`config.mk`:
```
export PLATFORM = sky130hd
export DESIGN_NAME = conv3x3_window_gen
export DESIGN_NICKNAME = d
export VERILOG_FILES = /design/src/rtl/conv3x3_window_gen.sv
export SDC_FILE = /design/constraint.sdc
export NUM_CORES = 1
export LEC_CHECK = 0
export ABC_AREA = 1
export BUFFER_PORTS_ARGS = -buffer_cell sky130_fd_sc_hd__buf_2
export CAP_MARGIN = 5
export CORE_MARGIN = 5
export CORE_UTILIZATION = 52
export DETAILED_ROUTE_END_ITERATION = 7
export PLACE_DENSITY = 0.77
export RECOVER_POWER = 25
export SLEW_MARGIN = 20
export SYNTH_ARGS = -nofsm -noshare
export SYNTH_HDL_FRONTEND = slang
export SYNTH_SLANG_ARGS = --single-unit
```
`constraint.sdc`:
```
create_clock -name clk -period 2.6 [get_ports clk]
set_input_delay 0.13 -clock clk [delete_from_list [all_inputs] [get_ports clk]]
set_output_delay 0.13 -clock clk [all_outputs]
set_load 0.02 [all_outputs]
```
`src/rtl/conv3x3_window_gen.sv`:
```
// conv3x3_window_gen: builds 3x3 sliding windows from a raster pixel stream
// using two line buffers, sequences the downstream MAC through steps 0..9 and
// captures its saturated result. Only fully populated (unpadded) windows are
// emitted: (IMG_W-2)*(IMG_H-2) per frame.
module conv3x3_window_gen #(
    parameter int IMG_W = 8,
    parameter int IMG_H = 8
) (
    input  logic       clk,
    input  logic       rst,
    input  logic [7:0] pix_in,
    input  logic       pix_valid,
    output logic       pix_ready,
    output logic [7:0] win0,
    output logic [7:0] win1,
    output logic [7:0] win2,
    output logic [7:0] win3,
    output logic [7:0] win4,
    output logic [7:0] win5,
    output logic [7:0] win6,
    output logic [7:0] win7,
    output logic [7:0] win8,
    output logic [3:0] cnt,
    input  logic [7:0] ans,
    output logic [7:0] res_data,
    output logic       res_valid,
    output logic       frame_done
);

    localparam int CW = (IMG_W > 1) ? $clog2(IMG_W) : 1;
    localparam int RW = (IMG_H > 1) ? $clog2(IMG_H) : 1;
    localparam logic [CW-1:0] COL_LAST = CW'(IMG_W - 1);
    localparam logic [RW-1:0] ROW_LAST = RW'(IMG_H - 1);
    localparam logic [CW-1:0] COL_TWO  = CW'(2);
    localparam logic [RW-1:0] ROW_TWO  = RW'(2);
    localparam logic [3:0]    CNT_IDLE = 4'd15;
    localparam logic [3:0]    CNT_LAST = 4'd9;

    typedef enum logic {
        S_FILL    = 1'b0,
        S_COMPUTE = 1'b1
    } state_t;

    state_t        r_state;
    state_t        w_state_nxt;
    logic [3:0]    r_cnt;
    logic [3:0]    w_cnt_nxt;
    logic [CW-1:0] r_col;
    logic [RW-1:0] r_row;

    // Line buffers: lb0 holds row r-1, lb1 holds row r-2, indexed by column.
    logic [7:0]    r_lb0 [IMG_W];
    logic [7:0]    r_lb1 [IMG_W];
    logic [7:0]    r_win [9];

    logic [7:0]    r_res;
    logic          r_res_valid;
    logic          r_frame_done;
    logic          r_last_win;

    logic          w_accept;
    logic          w_complete;
    logic          w_last_pix;
    logic          w_mac_done;
    logic [7:0]    w_tap1;
    logic [7:0]    w_tap2;

    assign w_accept   = pix_valid & pix_ready;
    assign w_complete = w_accept && (r_row >= ROW_TWO) && (r_col >= COL_TWO);
    assign w_last_pix = (r_row == ROW_LAST) && (r_col == COL_LAST);
    assign w_mac_done = (r_state == S_COMPUTE) && (r_cnt == CNT_LAST);
    assign w_tap1     = r_lb0[r_col];
    assign w_tap2     = r_lb1[r_col];

    // Next-state and ready: ready only when idle or on the MAC's final (add-zero) step.
    always_comb begin
        w_state_nxt = r_state;
        w_cnt_nxt   = r_cnt;
        pix_ready   = 1'b0;
        case (r_state)
            S_FILL: begin
                pix_ready = 1'b1;
                if (w_complete) begin
                    w_state_nxt = S_COMPUTE;
                    w_cnt_nxt   = 4'd0;
                end
            end
            S_COMPUTE: begin
                if (r_cnt == CNT_LAST) begin
                    pix_ready = 1'b1;
                    if (w_complete) begin
                        w_cnt_nxt = 4'd0;
                    end else begin
                        w_state_nxt = S_FILL;
                        w_cnt_nxt   = CNT_IDLE;
                    end
                end else begin
                    w_cnt_nxt = r_cnt + 4'd1;
                end
            end
            default: begin
                w_state_nxt = S_FILL;
                w_cnt_nxt   = CNT_IDLE;
            end
        endcase
    end

    // State register and MAC step counter.
    always_ff @(posedge clk or posedge rst) begin
        if (rst) begin
            r_state <= S_FILL;
            r_cnt   <= CNT_IDLE;
        end else begin
            r_state <= w_state_nxt;
            r_cnt   <= w_cnt_nxt;
        end
    end

    // Raster position tracking with wrap at end of row and end of frame.
    always_ff @(posedge clk or posedge rst) begin
        if (rst) begin
            r_col <= '0;
            r_row <= '0;
        end else if (w_accept) begin
            if (r_col == COL_LAST) begin
                r_col <= '0;
                r_row <= (r_row == ROW_LAST) ? '0 : r_row + 1'b1;
            end else begin
                r_col <= r_col + 1'b1;
            end
        end
    end

    // Line buffer RAM; never cleared since every entry is written before it is read.
    always_ff @(posedge clk) begin
        if (w_accept) begin
            r_lb1[r_col] <= r_lb0[r_col];
            r_lb0[r_col] <= pix_in;
        end
    end

    // Window shift: new column {tap2,tap1,pix} enters on the right on each accept.
    always_ff @(posedge clk or posedge rst) begin
        if (rst) begin
            for (int i = 0; i < 9; i++) r_win[i] <= '0;
        end else if (w_accept) begin
            r_win[0] <= r_win[1];
            r_win[1] <= r_win[2];
            r_win[2] <= w_tap2;
            r_win[3] <= r_win[4];
            r_win[4] <= r_win[5];
            r_win[5] <= w_tap1;
            r_win[6] <= r_win[7];
            r_win[7] <= r_win[8];
            r_win[8] <= pix_in;
        end
    end

    // Result capture at the end of step 9; flags whether this window closes the frame.
    always_ff @(posedge clk or posedge rst) begin
        if (rst) begin
            r_res        <= '0;
            r_res_valid  <= 1'b0;
            r_frame_done <= 1'b0;
            r_last_win   <= 1'b0;
        end else begin
            r_res_valid  <= w_mac_done;
            r_frame_done <= w_mac_done & r_last_win;
            if (w_mac_done) r_res <= ans;
            if (w_complete) r_last_win <= w_last_pix;
        end
    end

    assign win0       = r_win[0];
    assign win1       = r_win[1];
    assign win2       = r_win[2];
    assign win3       = r_win[3];
    assign win4       = r_win[4];
    assign win5       = r_win[5];
    assign win6       = r_win[6];
    assign win7       = r_win[7];
    assign win8       = r_win[8];
    assign cnt        = r_cnt;
    assign res_data   = r_res;
    assign res_valid  = r_res_valid;
    assign frame_done = r_frame_done;

endmodule

```
---- Word-level counts from Yosys, hierarchy flattened ----
Memory sizes are Yosys's and may differ from the RTL's. A register that Yosys moved wholly into a read port is not among the register bits.
Index checks and enable logic that the tools add are counted.
Widths: inputs -> output; s select.
storage, ports and cells
  register bits ........................... 86
  memory bits (writable) .................. 128
  input port bits ......................... 19
  logic and storage cells ................. 48
  memories kept ........................... 2
memory list
  name   depth  width  rd ports  clocked after Yosys merged registers in  write ports  RTL line  RTL
  r_lb0  8      8      1         0                                        1            52        logic [7:0] r_lb0 [IMG_W];
  r_lb1  8      8      1         1                                        1            53        logic [7:0] r_lb1 [IMG_W];
cells by class
  add/sub/neg operators ................... 3
  $lt $le $gt $ge ......................... 2
  equality and inequality tests ........... 4
  muxes and demuxes ....................... 13
  bitwise logic cells ..................... 3
  reduce and logical (&&, ||, !) cells .... 5
operator list
  operator             count
  $mux 4               3
  $pmux 4 s2           1
  $add 3x1->3 const B  2
  $eq 3x3->1 const B   2
  $ge 3x2->1 const B   2
  $mux 3               2
  $mux 1               5
  $add 4x1->4 const B  1
  $eq 4x4->1 const B   1
  $logic_and 1x1->1    4
  $pmux 1 s2           2
  $and 1x1->1          2
  $ne 2x2->1 const B   1
  $reduce_and 2->1     1
  $not 1->1            1

---- Logic depth before layout (Yosys ltp) ----
Gate-level depths: netlist (run 1).
  word-level depth ........................ 9
  mapped depth ............................ 11
  mapped depth without buffers ............ 9

---- Worst setup path before layout (run 1) ----
OpenSTA, ideal clock, no wires.
  path type ............................... register -> register
  start ................................... reg r_cnt[0], in the netlist cnt[0]
  end ..................................... mem r_lb0[4][0] (enable)
  arrival ................................. 2306 ps
  data required time ...................... 2200 ps
  slack ................................... -106 ps
  stages on the path, launching flop included .. 8
  clock period less this slack ............ 2706 ps
  cell sequence ........................... dfstp_2 > ha_1 > nand3_2 > nand2_4 > nand2_4 > buf_6 > buf_6 > nor4_2
on the way
  word-level cells in the longest chain between the ends .. 6
RTL lines
  element                       RTL line  RTL
  from (decl)                   46        logic [3:0] r_cnt;
  from (signal assigned)        115       r_cnt <= w_cnt_nxt;
  $eq 4x4->1                    89        if (r_cnt == CNT_LAST) begin
  $mux 1                        89
  $pmux 1 s2                    80        case (r_state)
  via pix_ready                 13        output logic pix_ready,
  $and 1x1->1                   68        assign w_accept = pix_valid & pix_ready;
  $mux 1                        136       if (w_accept) begin
  $mux 1 (implied by the code)  138       r_lb0[r_col] <= pix_in;
  to (decl)                     52
The timed path passes the listed nets, and every way through them passes these cells.

---- Worst setup path after layout (run 1) ----
  start ................................... reg r_cnt[0], in the netlist cnt[0]
  end ..................................... reg r_win (netlist bit win8[3])
on the way
  word-level cells in the longest chain between the ends .. 4
RTL lines
  element      RTL line  RTL
  $eq 4x4->1   89
  $mux 1       89
  $pmux 1 s2   80
  $and 1x1->1  68
  to (decl)    54        logic [7:0] r_win [9];
Every way passes these cells.
A chain may end at the register's enable or synchronous reset.

==> results of run 1 <==
-- cells in the mapped netlist --
cell,n
sky130_fd_sc_hd__nand2_1,472
sky130_fd_sc_hd__o22ai_1,1
sky130_fd_sc_hd__xnor2_1,1
sky130_fd_sc_hd__nor3_2,2
sky130_fd_sc_hd__nand3_2,1
sky130_fd_sc_hd__clkbuf_1,5
sky130_fd_sc_hd__nand2_4,2
sky130_fd_sc_hd__o21ai_0,29
sky130_fd_sc_hd__buf_6,8
sky130_fd_sc_hd__dfstp_2,4
sky130_fd_sc_hd__nor2_4,1
sky130_fd_sc_hd__nand4_1,13
sky130_fd_sc_hd__dfrtp_1,90
sky130_fd_sc_hd__nand3_1,7
sky130_fd_sc_hd__nor2_1,8
sky130_fd_sc_hd__nor4_2,6
sky130_fd_sc_hd__clkinv_1,1
sky130_fd_sc_hd__nand2_2,1
sky130_fd_sc_hd__a21oi_1,2
sky130_fd_sc_hd__inv_2,3
sky130_fd_sc_hd__nor2_2,1
sky130_fd_sc_hd__buf_1,1
sky130_fd_sc_hd__inv_1,36
sky130_fd_sc_hd__xor2_1,1
sky130_fd_sc_hd__edfxtp_1,128
sky130_fd_sc_hd__buf_4,10
sky130_fd_sc_hd__ha_1,7
sky130_fd_sc_hd__o21ai_1,26
sky130_fd_sc_hd__buf_2,21
-- report_power, final --
| group | internal [µW] | switching (µW) | total (µW) |
|---|---|---|---|
| Combinational | 1420 | 3560 | 4970 |
| Sequential | 4830 | 484 | 5320 |
| Clock | 1840 | 1290 | 3130 |
-- worst min path at each step --
stage	endpoint	depth (start not counted)	slack [ps]
2_1_floorplan	r_lb0[0][0]$_DFFE_PP_	0	230
3_3_place_gp	win0[3]$_DFFE_PP0P_	2	290
3_5_place_dp	res_data[0]$_DFFE_PP0N_	2	300
4_1_cts	win3[0]$_DFFE_PP0P_	3	310
5_1_grt	res_data[4]$_DFFE_PP0N_	4	380
6_report	res_data[6]$_DFFE_PP0N_	4	370
-- layer usage --
layer	global-route usage	wire length (µm)	vias up
met4	0.0675	533	0
met1	0.242	7890	3099
met2	0.359	10600	150
li1	-	-	3118
met3	0.0309	846	44
met5	0	0	-
-- cells by family (layout without fill, tap and decap cells) --
logic type | after synthesis | after routing | share of synthesized area
AOI/OAI and AO/OA | 58 | 58 | 0.0320
xor gates and xnor gates | 2 | 2 | 0.00192
adders and majority gates | 7 | 7 | 0.00961
buffers and inverters | 85 | 228 | 0.0486
DFF | 222 | 222 | 0.681
and+or+nand+nor | 514 | 514 | 0.227
-- layout make-up --
| class | count | area [µm²] | area share |
|---|---|---|---|
| Inverter | 40 | 150 | 0.0139 |
| Sequential cell | 222 | 6200 | 0.575 |
| Timing Repair Buffer | 147 | 911 | 0.0845 |
| Clock inverter | 9 | 72.6 | 0.00673 |
| Clock buffer | 32 | 649 | 0.0602 |
| Multi-Input combinational cell | 581 | 2520 | 0.234 |
| Tap cell | 225 | 282 | 0.0261 |
-- worst reg2reg max path: cells and delay by family (launching register included) --
family / cells / cell delay, ps
AOI/OAI and AO/OA: 1 / 80
and+or+nand+nor: 4 / 520
adders and majority gates: 1 / 170
DFF: 1 / 580
buffers and inverters: 2 / 780
-- timing repair --
action | CTS | global route
hold buffers | 18 | 0
endpoints found under the setup margin | 0 | 0
endpoints found under the hold margin | 134 | 0
-- through the flow --
step	TNS (ps)	cells	hold WS, ps	instance area [µm²]	setup WS, ps
2_1_floorplan	-10040	888	229	9110	-106
3_3_place_gp	0	1197	294	9910	504
3_5_place_dp	0	1197	303	9910	432
4_1_cts	0	1256	313	10800	431
5_1_grt	0	1256	377	10800	161
6_report	0	1256	369	10800	410
==> results.rst, run 1 <==
.. list-table::
   :header-rows: 1

   * - Metric
     - Value
   * - Post-layout util
     - 0.626
   * - DRT Wirelength
     - around 20 mm
   * - Number of global-route vias before repair
     - roughly 6,400
   * - Sequential area share after synthesis
     - 0.681
   * - RD Place Congestion
     - 0.786
   * - Initial Util
     - 0.529
   * - Top delay family on crit path
     - buffers and inverters
   * - Number of buffers added by the clock tree synthesis step
     - 23
   * - Fraction of synthesized cell area taken by the top area cell type
     - 0.422
   * - Worst-case reg-to-reg path depth
     - 8
   * - Category of the worst setup path capture point
     - flop
   * - Largest area contributor in the synthesized netlist
     - sky130_fd_sc_hd__edfxtp_1
   * - Critical path's largest stage delay
     - roughly 580 ps
   * - Final net count
     - 1,041
   * - RSZ-0062 raised after global routing
     - false
   * - Worst Path Buf+Inv
     - 2
   * - Register clock-pin slew on the reported worst setup and hold paths
     - 60 ps
   * - Critical-path maximum fanout
     - 40
   * - Combined area of all synthesized cells
     - just over 9000 µm²
   * - Cell types occupying the most area after synthesis
     - sky130_fd_sc_hd__edfxtp_1 (42%), sky130_fd_sc_hd__dfrtp_1 (25%), sky130_fd_sc_hd__nand2_1 (19%), sky130_fd_sc_hd__o21ai_0 (1.6%), sky130_fd_sc_hd__inv_1 (1.5%)
   * - Share of final-layout standard cells stronger than drive strength 1
     - 0.171
   * - Post-CTS Setup Bufs
     - 0
   * - R2R setup slack
     - slightly above 400 ps
   * - Worst hold path type
     - primary input to flop
   * - Final Skew
     - ~26 ps
   * - VDD IR max
     - about 0.86 mV
   * - Area growth from synthesis to final layout
     - 18.4%
   * - Core Rows
     - 48
   * - Total of fill cells in the finished design
     - about 1,400
   * - Final Hold Vio Count
     - 0
   * - Die outline width
     - approximately 140 µm
   * - Number of I/O port buffers
     - 105
   * - Via count
     - 6,411
   * - Netlist cell types
     - 29
   * - Least-Margin Pin Slew
     - roughly 1200 ps
   * - Reg2reg end
     - win8[3]$_DFFE_PP0P_
   * - Initial DRC Count
     - ~430
   * - Number of resized instances in the post-cts repair step
     - 0
   * - Leading registers by flop count
     - r_lb0 x64, r_lb1 x64
   * - Critical path endpoint
     - win8[3]$_DFFE_PP0P_
   * - Max-slew violations
     - 0
   * - Critical Path RT
     - between 3000 and 4000 ps
   * - Start point of the critical path
     - cnt[0]$_DFFE_PP1P_
   * - Maximum number of pins on one net before global-route repair
     - 75
   * - H-Tree Level Count
     - 1
   * - Outcome
     - completed
   * - Number of logic stages on the critical path including buffering
     - 8
   * - CTS tree
     - built
   * - Post-route DRC violation count
     - 0
   * - Top-level port count
     - around 110
   * - Yosys synthesis warning count
     - 0
   * - Root buf cell
     - sky130_fd_sc_hd__clkbuf_16
   * - Final ANT Viol Nets
     - 0
   * - Count of clock tree sinks
     - about 220
   * - Crit-path most repeated cell
     - sky130_fd_sc_hd__nand2_4
   * - Worst max-slew margin expressed relative to the limit
     - 0.216
   * - Placeable core area
     - 17,200 µm²
   * - Static power due to leakage
     - a little over 0.005 µW
   * - Worst EP arrival
     - roughly 2600 ps
   * - Wire per inst
     - approximately 16 µm
   * - Count of endpoints failing setup in the final report
     - 0
   * - Most frequent standard cell in the layout excluding fill and tap cells
     - sky130_fd_sc_hd__nand2_1
   * - Startpoint of the most critical register-to-register path
     - cnt[0]$_DFFE_PP1P_
   * - Critical Setup Path Class
     - flop to flop
   * - Fmax achieved
     - 457 MHz
   * - Nets in the synthesized netlist
     - roughly 910
   * - Crit-path slowest cell
     - sky130_fd_sc_hd__dfstp_2
   * - Number of detailed-routing iterations run before antenna repair
     - 4
   * - Cells after synthesis
     - a little under 900
   * - Worst-skew pair later-pin latency
     - approximately 520 ps
   * - Global-route wire length before repair
     - around 32 mm
   * - Die area
     - about 20,000 µm²
   * - Max-Cap Viols
     - 0
   * - Final worst-path cycle share
     - 0.842
   * - Ordered cell list for the critical path
     - ha_1, nand3_2, nand2_4, nand2_4, inv_2, buf_12, nand2_1, o21ai_0
   * - Die Height
     - ~140 µm
   * - Post-synthesis register bit count
     - about 220
   * - Max Root-Sink Buffers
     - 3
   * - Worst hold path startpoint
     - ans[6]
   * - Total power density per cell area
     - 1240 nW/µm²
   * - Half-perimeter wire length of the detailed placement result
     - between 10 and 15 mm
   * - Minimum clock period
     - ~2200 ps
   * - Total power consumption of the routed design
     - 13,400 µW
   * - Initial antenna violation count
     - 0
   * - Avg Inst Size Synth
     - 10.3 µm²
   * - Top library cells by usage in the layout, fill and taps aside
     - sky130_fd_sc_hd__nand2_1 (472), sky130_fd_sc_hd__edfxtp_1 (128), sky130_fd_sc_hd__buf_2 (97)
   * - Routed vias/inst
     - about 5.1
   * - Global route total overflow
     - 0
   * - CP startpoint kind
     - flop
   * - Antenna diode count
     - 0
   * - Overall routing resource usage
     - 0.198
(Power assumes the default switching activity.)
==> run 2, diff against run 1 <==
--- a/config.mk
+++ b/config.mk
@@ -9,9 +9,9 @@
 export BUFFER_PORTS_ARGS = -buffer_cell sky130_fd_sc_hd__buf_2
 export CAP_MARGIN = 5
 export CORE_MARGIN = 5
-export CORE_UTILIZATION = 52
+export CORE_UTILIZATION = 58
 export DETAILED_ROUTE_END_ITERATION = 7
-export PLACE_DENSITY = 0.77
+export PLACE_DENSITY = 0.81
 export RECOVER_POWER = 25
 export SLEW_MARGIN = 20
 export SYNTH_ARGS = -nofsm -noshare
==> constraint.sdc (replaced) <==
create_clock -name clk -period 2.2 [get_ports clk]
set_input_delay 0.11 -clock clk [delete_from_list [all_inputs] [get_ports clk]]
set_output_delay 0.11 -clock clk [all_outputs]
set_load 0.02 [all_outputs]
==> run 2 against run 1 <==
Against the previous run:
- worst setup slack lost 180 ps
- critical endpoint is now r_lb0[4][1]$_DFFE_PP_
- sequential power is 19% higher
- sequential share of layout area shrank 0.76 points
- critical path type unchanged
==> results.rst, run 2 (same netlist as run 1, synthesis figures left out) <==
.. list-table::
   :header-rows: 1

   * - Metric
     - Value
   * - R2R setup slack
     - 230 ps (-180 ps)
   * - VDD IR max
     - 0.908 mV (+5.5%)
   * - Pre-CTS setup slack
     - 236 ps (-197 ps)
   * - Number of I/O port buffers
     - 105 (unchanged)
   * - Ordered cell list for the critical path
     - ha_4, nand3_4, nand2_4, nand2_4, nor4_4, buf_4
   * - Overall routing resource usage
     - 0.238 (+0.0404)
   * - H-Tree Level Count
     - 1 (unchanged)
   * - CP startpoint kind
     - flop
   * - Count of endpoints failing setup in the final report
     - 0 (unchanged)
   * - CTS tree
     - built
   * - Critical Setup Path Class
     - flop to flop
   * - Final worst-path cycle share
     - 0.897 (+0.0544)
   * - Initial DRC Count
     - 457 (+5.5%)
   * - DRT Wirelength
     - 21.3 mm (+7.1%)
   * - Half-perimeter wire length of the detailed placement result
     - 13.2 mm (+5.4%)
   * - Worst-skew pair later-pin latency
     - 510 ps (about the same)
   * - Initial Util
     - 0.595 (+0.0663)
   * - Count of clock tree sinks
     - 222 (unchanged)
   * - Least-Margin Pin Slew
     - 979 ps (-194 ps)
   * - Die outline width
     - 135 µm (-4.9%)
   * - Max-Cap Viols
     - 0 (unchanged)
   * - Total power density per cell area
     - 1500 nW/µm² (+21%)
   * - Antenna diode count
     - 0 (unchanged)
   * - Final Skew
     - 16.6 ps (-9.27 ps)
   * - Crit-path slowest cell
     - sky130_fd_sc_hd__dfstp_2
   * - Root buf cell
     - sky130_fd_sc_hd__clkbuf_16
   * - RSZ-0062 raised after global routing
     - false
   * - Crit-path most repeated cell
     - sky130_fd_sc_hd__nand2_4
   * - Number of buffers added by the clock tree synthesis step
     - 23 (unchanged)
   * - Post-layout worst setup margin
     - 227 ps (-183 ps)
   * - Leading registers by flop count
     - r_lb0 x64, r_lb1 x64
   * - Final ANT Viol Nets
     - 0 (unchanged)
   * - Share of final-layout standard cells stronger than drive strength 1
     - 0.179 (+0.00848)
   * - Critical-path maximum fanout
     - 12 (-70%)
   * - Max Root-Sink Buffers
     - 3 (unchanged)
   * - Worst hold path type
     - primary input to async pin
   * - Top-level port count
     - 106 (unchanged)
   * - Final Hold Vio Count
     - 0 (unchanged)
   * - Die area
     - 18,300 µm² (-9.6%)
   * - Register clock-pin slew on the reported worst setup and hold paths
     - 60 ps (about the same)
   * - Category of the worst setup path capture point
     - flop
   * - Number of resized instances in the post-cts repair step
     - 0 (unchanged)
   * - Most frequent standard cell in the layout excluding fill and tap cells
     - sky130_fd_sc_hd__nand2_1
   * - Static power due to leakage
     - 0.00511 µW (+1.4%)
   * - Total of fill cells in the finished design
     - 1,057 (-22%)
   * - Initial antenna violation count
     - 0 (unchanged)
   * - Critical path's largest stage delay
     - 590 ps (about the same)
   * - Number of detailed-routing iterations run before antenna repair
     - 5 (+1)
   * - Wire per inst
     - 17.1 µm (+7.7%)
   * - Global route total overflow
     - 0 (unchanged)
   * - Core Rows
     - 45 (-6.3%)
   * - Worst Path Buf+Inv
     - 1 (-1)
   * - Top delay family on crit path
     - simple AND/OR/NAND/NOR gates
   * - Max-slew violations
     - 0 (unchanged)
   * - Maximum number of pins on one net before global-route repair
     - 79 (+5.3%)
   * - Worst-case reg-to-reg path depth
     - 6 (-2)
   * - Area used by multi-input combinational logic
     - 2540 µm² (+0.79%)
   * - Critical Path RT
     - 2410 ps (-630 ps)
   * - Area growth from synthesis to final layout
     - 20.0%
   * - Fmax achieved
     - 507 MHz (+11%)
   * - Reg2reg end
     - r_lb0[4][1]$_DFFE_PP_
   * - Number of logic stages on the critical path including buffering
     - 6 (-2)
   * - Register area
     - 6200 µm² (unchanged)
   * - Die Height
     - 135 µm (-4.9%)
   * - Routed vias/inst
     - 5.33 (+4.5%)
   * - Minimum clock period
     - 1970 ps (-217 ps)
   * - Top library cells by usage in the layout, fill and taps aside
     - sky130_fd_sc_hd__nand2_1 (472), sky130_fd_sc_hd__edfxtp_1 (128), sky130_fd_sc_hd__buf_2 (97)
   * - Final net count
     - 1,047 (+0.58%)
   * - Worst EP arrival
     - 2180 ps (-450 ps)
   * - Final setup TNS
     - 0 ps (unchanged)
   * - Number of global-route vias before repair
     - 6,749 (+5.5%)
   * - Global-route wire length before repair
     - 34.3 mm (+5.9%)
   * - Worst max-slew margin expressed relative to the limit
     - 0.347 (+0.131)
   * - Placeable core area
     - 15,300 µm² (-11%)
   * - Outcome
     - completed
   * - Post-route DRC violation count
     - 0 (unchanged)
   * - RD Place Congestion
     - 0.865 (+10%)
   * - Post-CTS Setup Bufs
     - 0 (unchanged)
   * - Startpoint of the most critical register-to-register path
     - cnt[0]$_DFFE_PP1P_
   * - Via count
     - 6,659 (+3.9%)
run 2: changes by cell type in the layout (fill, tap and decap cells not counted), sizes merged:
cell | before | now
inv | 41 | 39
bufinv | 1 | 3
clkinvlp | 0 | 1
clkinv | 7 | 11
clkbuf | 41 | 38
buf | 120 | 125
run 2: routing by layer:
layer / GRT usage / routed length, µm
met3: 0.0468 / 1700
met2: 0.395 / 10500
met5: 0 / 0
met1: 0.306 / 8300
met4: 0.110 / 879
run 2: worst min-delay path, cell delays in order:
cell and delay [ps]:
sky130_fd_sc_hd__dlygate4sd3_1 530, sky130_fd_sc_hd__buf_2 120, sky130_fd_sc_hd__clkinvlp_2 520
run 2: final cells by class:
| type | instances | share of cell area |
|---|---|---|
| Timing Repair Buffer | 153 | 0.0896 |
| Sequential cell | 222 | 0.567 |
| Clock buffer | 28 | 0.0582 |
| Multi-Input combinational cell | 581 | 0.232 |
| Inverter | 40 | 0.0139 |
| Clock inverter | 14 | 0.0145 |
| Tap cell | 211 | 0.0242 |
run 2: power breakdown:
part	internal (µW)	switching [µW]	leakage [µW]
clock network	2420	1570	0.000392
registers	5710	623	0.00235
logic	1760	4330	0.00237
run 2: what timing repair did:
action,4_1_cts,5_1_grt
endpoints found under the setup margin,0,0
hold buffers,18,0
hold endpoints to repair,100,0
run 2: worst max path at each step:
stage | startpoint | to
after floorplan | cnt[0]$_DFFE_PP1P_ | r_lb0[0][0]$_DFFE_PP_
after global placement | cnt[0]$_DFFE_PP1P_ | r_lb0[4][1]$_DFFE_PP_
after detailed placement | cnt[0]$_DFFE_PP1P_ | r_lb0[4][1]$_DFFE_PP_
after CTS | cnt[0]$_DFFE_PP1P_ | r_lb0[4][0]$_DFFE_PP_
after global routing | rst | r_col[0]$_DFFE_PP0P_
final | cnt[0]$_DFFE_PP1P_ | r_lb0[4][1]$_DFFE_PP_
run 2: per-stage QoR:
stage	area, µm²	hold WS (ps)	util	std cells	power (µW)
final	10900	279	0.714	1249	16400
after CTS	11000	169	0.716	1249	16500
after detailed placement	9980	165	0.652	1189	12400
after global placement	9980	152	0.652	1189	12200
after global routing	10900	334	0.714	1249	17400
after floorplan	9190	209	-	888	10400
==> run 3, diff against run 2 <==
--- a/config.mk
+++ b/config.mk
@@ -5,13 +5,12 @@
 export SDC_FILE = /design/constraint.sdc
 export NUM_CORES = 1
 export LEC_CHECK = 0
-export ABC_AREA = 1
 export BUFFER_PORTS_ARGS = -buffer_cell sky130_fd_sc_hd__buf_2
 export CAP_MARGIN = 5
 export CORE_MARGIN = 5
 export CORE_UTILIZATION = 58
 export DETAILED_ROUTE_END_ITERATION = 7
-export PLACE_DENSITY = 0.81
+export PLACE_DENSITY = 0.82
 export RECOVER_POWER = 25
 export SLEW_MARGIN = 20
 export SYNTH_ARGS = -nofsm -noshare
==> run 3 against run 2 <==
Against the previous run:
- the run now ends with setup timing left
- sequential share of layout area up 1.5 points
- die area is 3.5% lower
- critical path type unchanged
- final cell count shrank 20%
==> results.rst, run 3 <==
.. list-table::
   :header-rows: 1

   * - Metric
     - Value
   * - Outcome
     - complete, but fails checks
   * - Violated checks
     - setup timing
   * - Final worst-path cycle share
     - 1.01 (+0.113)
   * - Combined area of all synthesized cells
     - 8770 µm² (-3.7%)
   * - Worst hold path type
     - primary input to flop
   * - Final ANT Viol Nets
     - 0 (unchanged)
   * - Final net count
     - 821 (-22%)
   * - Fraction of registers with async set or reset after synthesis
     - 0.423 (unchanged)
   * - Total power density per cell area
     - 1560 nW/µm² (+3.9%)
   * - Share of final-layout standard cells stronger than drive strength 1
     - 0.270 (+0.0908)
   * - Global route total overflow
     - 0 (unchanged)
   * - Fmax achieved
     - 450 MHz (-11%)
   * - Cells after synthesis
     - 642 (-28%)
   * - Static power due to leakage
     - 0.00455 µW (-11%)
   * - Minimum clock period
     - 2220 ps (+248 ps)
   * - Count of clock tree sinks
     - 222 (unchanged)
   * - Initial antenna violation count
     - 0 (unchanged)
   * - Routed vias/inst
     - 5.68 (+6.6%)
   * - Worst hold margin
     - 36.5 ps (-243 ps)
   * - Leading registers by flop count
     - r_lb0 x64, r_lb1 x64
   * - Cell types occupying the most area after synthesis
     - sky130_fd_sc_hd__edfxtp_1 (44%), sky130_fd_sc_hd__dfrtp_1 (26%), sky130_fd_sc_hd__nand2_1 (8.1%), sky130_fd_sc_hd__mux2i_1 (5.0%), sky130_fd_sc_hd__mux2_2 (2.3%)
   * - Critical Setup Path Class
     - flop to flop
   * - Die area
     - 17,700 µm² (-3.5%)
   * - Die Height
     - 133 µm (-1.7%)
   * - DRT Wirelength
     - 19.6 mm (-8.1%)
   * - Wire per inst
     - 19.6 µm (+15%)
   * - Most frequent standard cell in the layout excluding fill and tap cells
     - sky130_fd_sc_hd__nand2_1
   * - Max Root-Sink Buffers
     - 3 (unchanged)
   * - Initial Util
     - 0.583 (-0.0114)
   * - Post-synthesis register bit count
     - 222 (unchanged)
   * - Worst-skew pair later-pin latency
     - 490 ps (-20 ps)
   * - Half-perimeter wire length of the detailed placement result
     - 12.2 mm (-7.9%)
   * - Max-Cap Viols
     - 0 (unchanged)
   * - Largest area contributor in the synthesized netlist
     - sky130_fd_sc_hd__edfxtp_1
   * - Category of the worst setup path capture point
     - flop
   * - Least-Margin Pin Slew
     - 1290 ps (+309 ps)
   * - Cell area reported after detailed placement
     - 9800 µm² (-1.8%)
   * - Cell types with the highest counts after synthesis
     - sky130_fd_sc_hd__nand2_1 (190), sky130_fd_sc_hd__edfxtp_1 (128), sky130_fd_sc_hd__dfrtp_1 (90), sky130_fd_sc_hd__mux2i_1 (44), sky130_fd_sc_hd__buf_2 (20)
   * - Yosys synthesis warning count
     - 0 (unchanged)
   * - Final Hold Vio Count
     - 0 (unchanged)
   * - Number of resized instances in the post-cts repair step
     - 0 (unchanged)
   * - Most instantiated flip-flop cell in the synthesis netlist
     - sky130_fd_sc_hd__edfxtp_1
   * - RSZ-0062 raised after global routing
     - false
   * - Area growth from synthesis to final layout
     - 21.4%
   * - VDD IR max
     - 0.930 mV (+2.4%)
   * - Placeable core area
     - 15,000 µm² (-1.8%)
   * - Post-route DRC violation count
     - 0 (unchanged)
   * - Total power consumption of the routed design
     - 16,600 µW (+1.3%)
   * - RD Place Congestion
     - 0.815 (-5.9%)
   * - Nets in the synthesized netlist
     - 668 (-27%)
   * - Via count
     - 5,679 (-15%)
   * - Number of detailed-routing iterations run before antenna repair
     - 5 (unchanged)
   * - Netlist cell types
     - 48 (+66%)
   * - Root buf cell
     - sky130_fd_sc_hd__clkbuf_16
   * - Top library cells by usage in the layout, fill and taps aside
     - sky130_fd_sc_hd__nand2_1 (189), sky130_fd_sc_hd__edfxtp_1 (128), sky130_fd_sc_hd__buf_2 (96)
   * - Critical-path maximum fanout
     - 12 (unchanged)
   * - Count of endpoints failing setup in the final report
     - 5 (+5)
   * - Die outline width
     - 133 µm (-1.7%)
   * - Max-slew violations
     - 0 (unchanged)
   * - Sequential area share after synthesis
     - 0.707 (+0.0263)
   * - Initial DRC Count
     - 455 (-0.44%)
   * - Fraction of synthesized cell area taken by the top area cell type
     - 0.438 (+0.0163)
   * - Fin area
     - 10,700 µm² (-2.6%)
   * - Worst EP arrival
     - 2570 ps (+390 ps)
   * - Critical Path RT
     - 2550 ps (+140 ps)
   * - Pre-CTS setup slack
     - 76.1 ps (-159 ps)
   * - Top-level port count
     - 106 (unchanged)
   * - Maximum number of pins on one net before global-route repair
     - 95 (+20%)
   * - Final Skew
     - 5.59 ps (-11.0 ps)
   * - Most instantiated library cell after synthesis
     - sky130_fd_sc_hd__nand2_1
   * - Core Rows
     - 45 (unchanged)
   * - Number of placed cells counting well taps
     - 942 (-21%)
   * - Avg Inst Size Synth
     - 13.7 µm² (+33%)
   * - Number of global-route vias before repair
     - 5,773 (-14%)
   * - Antenna diode count
     - 0 (unchanged)
   * - Post-layout worst setup margin
     - -20.3 ps (-248 ps)
   * - CTS tree
     - built
   * - Fin cells
     - 999 (-20%)
   * - H-Tree Level Count
     - 1 (unchanged)
   * - Register clock-pin slew on the reported worst setup and hold paths
     - 60 ps (about the same)
   * - Number of I/O port buffers
     - 105 (unchanged)
   * - Global-route wire length before repair
     - 31.1 mm (-9.1%)
   * - Worst max-slew margin expressed relative to the limit
     - 0.141 (-0.206)
   * - Number of buffers added by the clock tree synthesis step
     - 22 (-4.3%)
   * - CP startpoint kind
     - flop
   * - Number of enable-type register cells in the synthesized netlist
     - 128 (unchanged)
   * - Overall routing resource usage
     - 0.222 (-0.0163)
[run 3: changes by cell type after synthesis, moves of 7 or more]
cell,change
sky130_fd_sc_hd__a21oi_1,+9
sky130_fd_sc_hd__a22oi_1,+7
sky130_fd_sc_hd__a31oi_1,+7
sky130_fd_sc_hd__inv_1,-28
sky130_fd_sc_hd__mux2_2,+18
sky130_fd_sc_hd__mux2_4,+7
sky130_fd_sc_hd__mux2i_1,+44
sky130_fd_sc_hd__nand2_1,-282
sky130_fd_sc_hd__nand4_1,-13
sky130_fd_sc_hd__o21ai_0,-27
sky130_fd_sc_hd__o21ai_1,-25
sky130_fd_sc_hd__o221ai_1,+9
sky130_fd_sc_hd__o22a_1,+10
[run 3: repair_timing]
item | 4_1_cts | 5_1_grt
endpoints found under the hold margin | 170 | 0
hold buffers | 17 | 0
buffers inserted | 0 | 0
[run 3: through the flow]
step / utilization / TNS [ps]
global route: 0.709 / 0
detailed placement: 0.652 / 0
finish: 0.709 / -96.5
global placement: 0.652 / 0
CTS: 0.710 / 0
floorplan: - / -15430
[run 3: kinds of logic after synthesis]
family                     count (synthesis)  share of synthesized area
adders and majority gates                  7                    0.00999
muxes                                     69                     0.0853
and+or+nand+nor                          231                      0.107
buffers and inverters                     44                     0.0311
AOI/OAI and AO/OA                         68                     0.0585
xor gates and xnor gates                   1                   0.000999
DFF                                      222                      0.707
[run 3: path summary, 6_finish.rpt]
check                                      from               endpoint  slack (ps)  cells past startpoint
max                        r_col[2]$_DFFE_PP0P_  r_lb1[4][4]$_DFFE_PP_         -20                      5
max in group asynchronous                   rst   r_col[0]$_DFFE_PP0P_         680                      4
min                                   pix_valid      r_state$_DFF_PP0_          40                      3
max reg2reg                r_col[2]$_DFFE_PP0P_  r_lb1[4][4]$_DFFE_PP_         -20                      5
min reg2reg                 win3[7]$_DFFE_PP0P_    win3[7]$_DFFE_PP0P_         470                      2
min in group asynchronous                   rst    win3[6]$_DFFE_PP0P_         650                      4
[run 3: final cells by class]
type	count	area, µm²
timing repair buffer	165	1120
sequential	222	6200
tap	188	235
fill	929	4380
inverter	8	33.8
multi-input combinational	376	2360
clock buffer	26	587
clock inverter	14	116
[run 3: routing by layer]
metal,share of wire,global-route usage
met1,0.39,0.298
met5,0,0
met2,0.51,0.389
met4,0.020,0.0468
met3,0.075,0.0319
[run 3: critical path, stage by stage (launching register included)]
cell and delay (ps):
sky130_fd_sc_hd__dfrtp_1 420, sky130_fd_sc_hd__buf_4 210, sky130_fd_sc_hd__or2_0 310, sky130_fd_sc_hd__buf_4 210
sky130_fd_sc_hd__o221ai_1 670, sky130_fd_sc_hd__buf_4 260
[run 3: power by group]
part / leakage (µW) / internal [µW] / switching [µW]
Clock: 0.000347 / 2140 / 1460
Sequential: 0.00229 / 5890 / 716
Combinational: 0.00191 / 2410 / 4010
Total: 0.00455 / 10400 / 6190
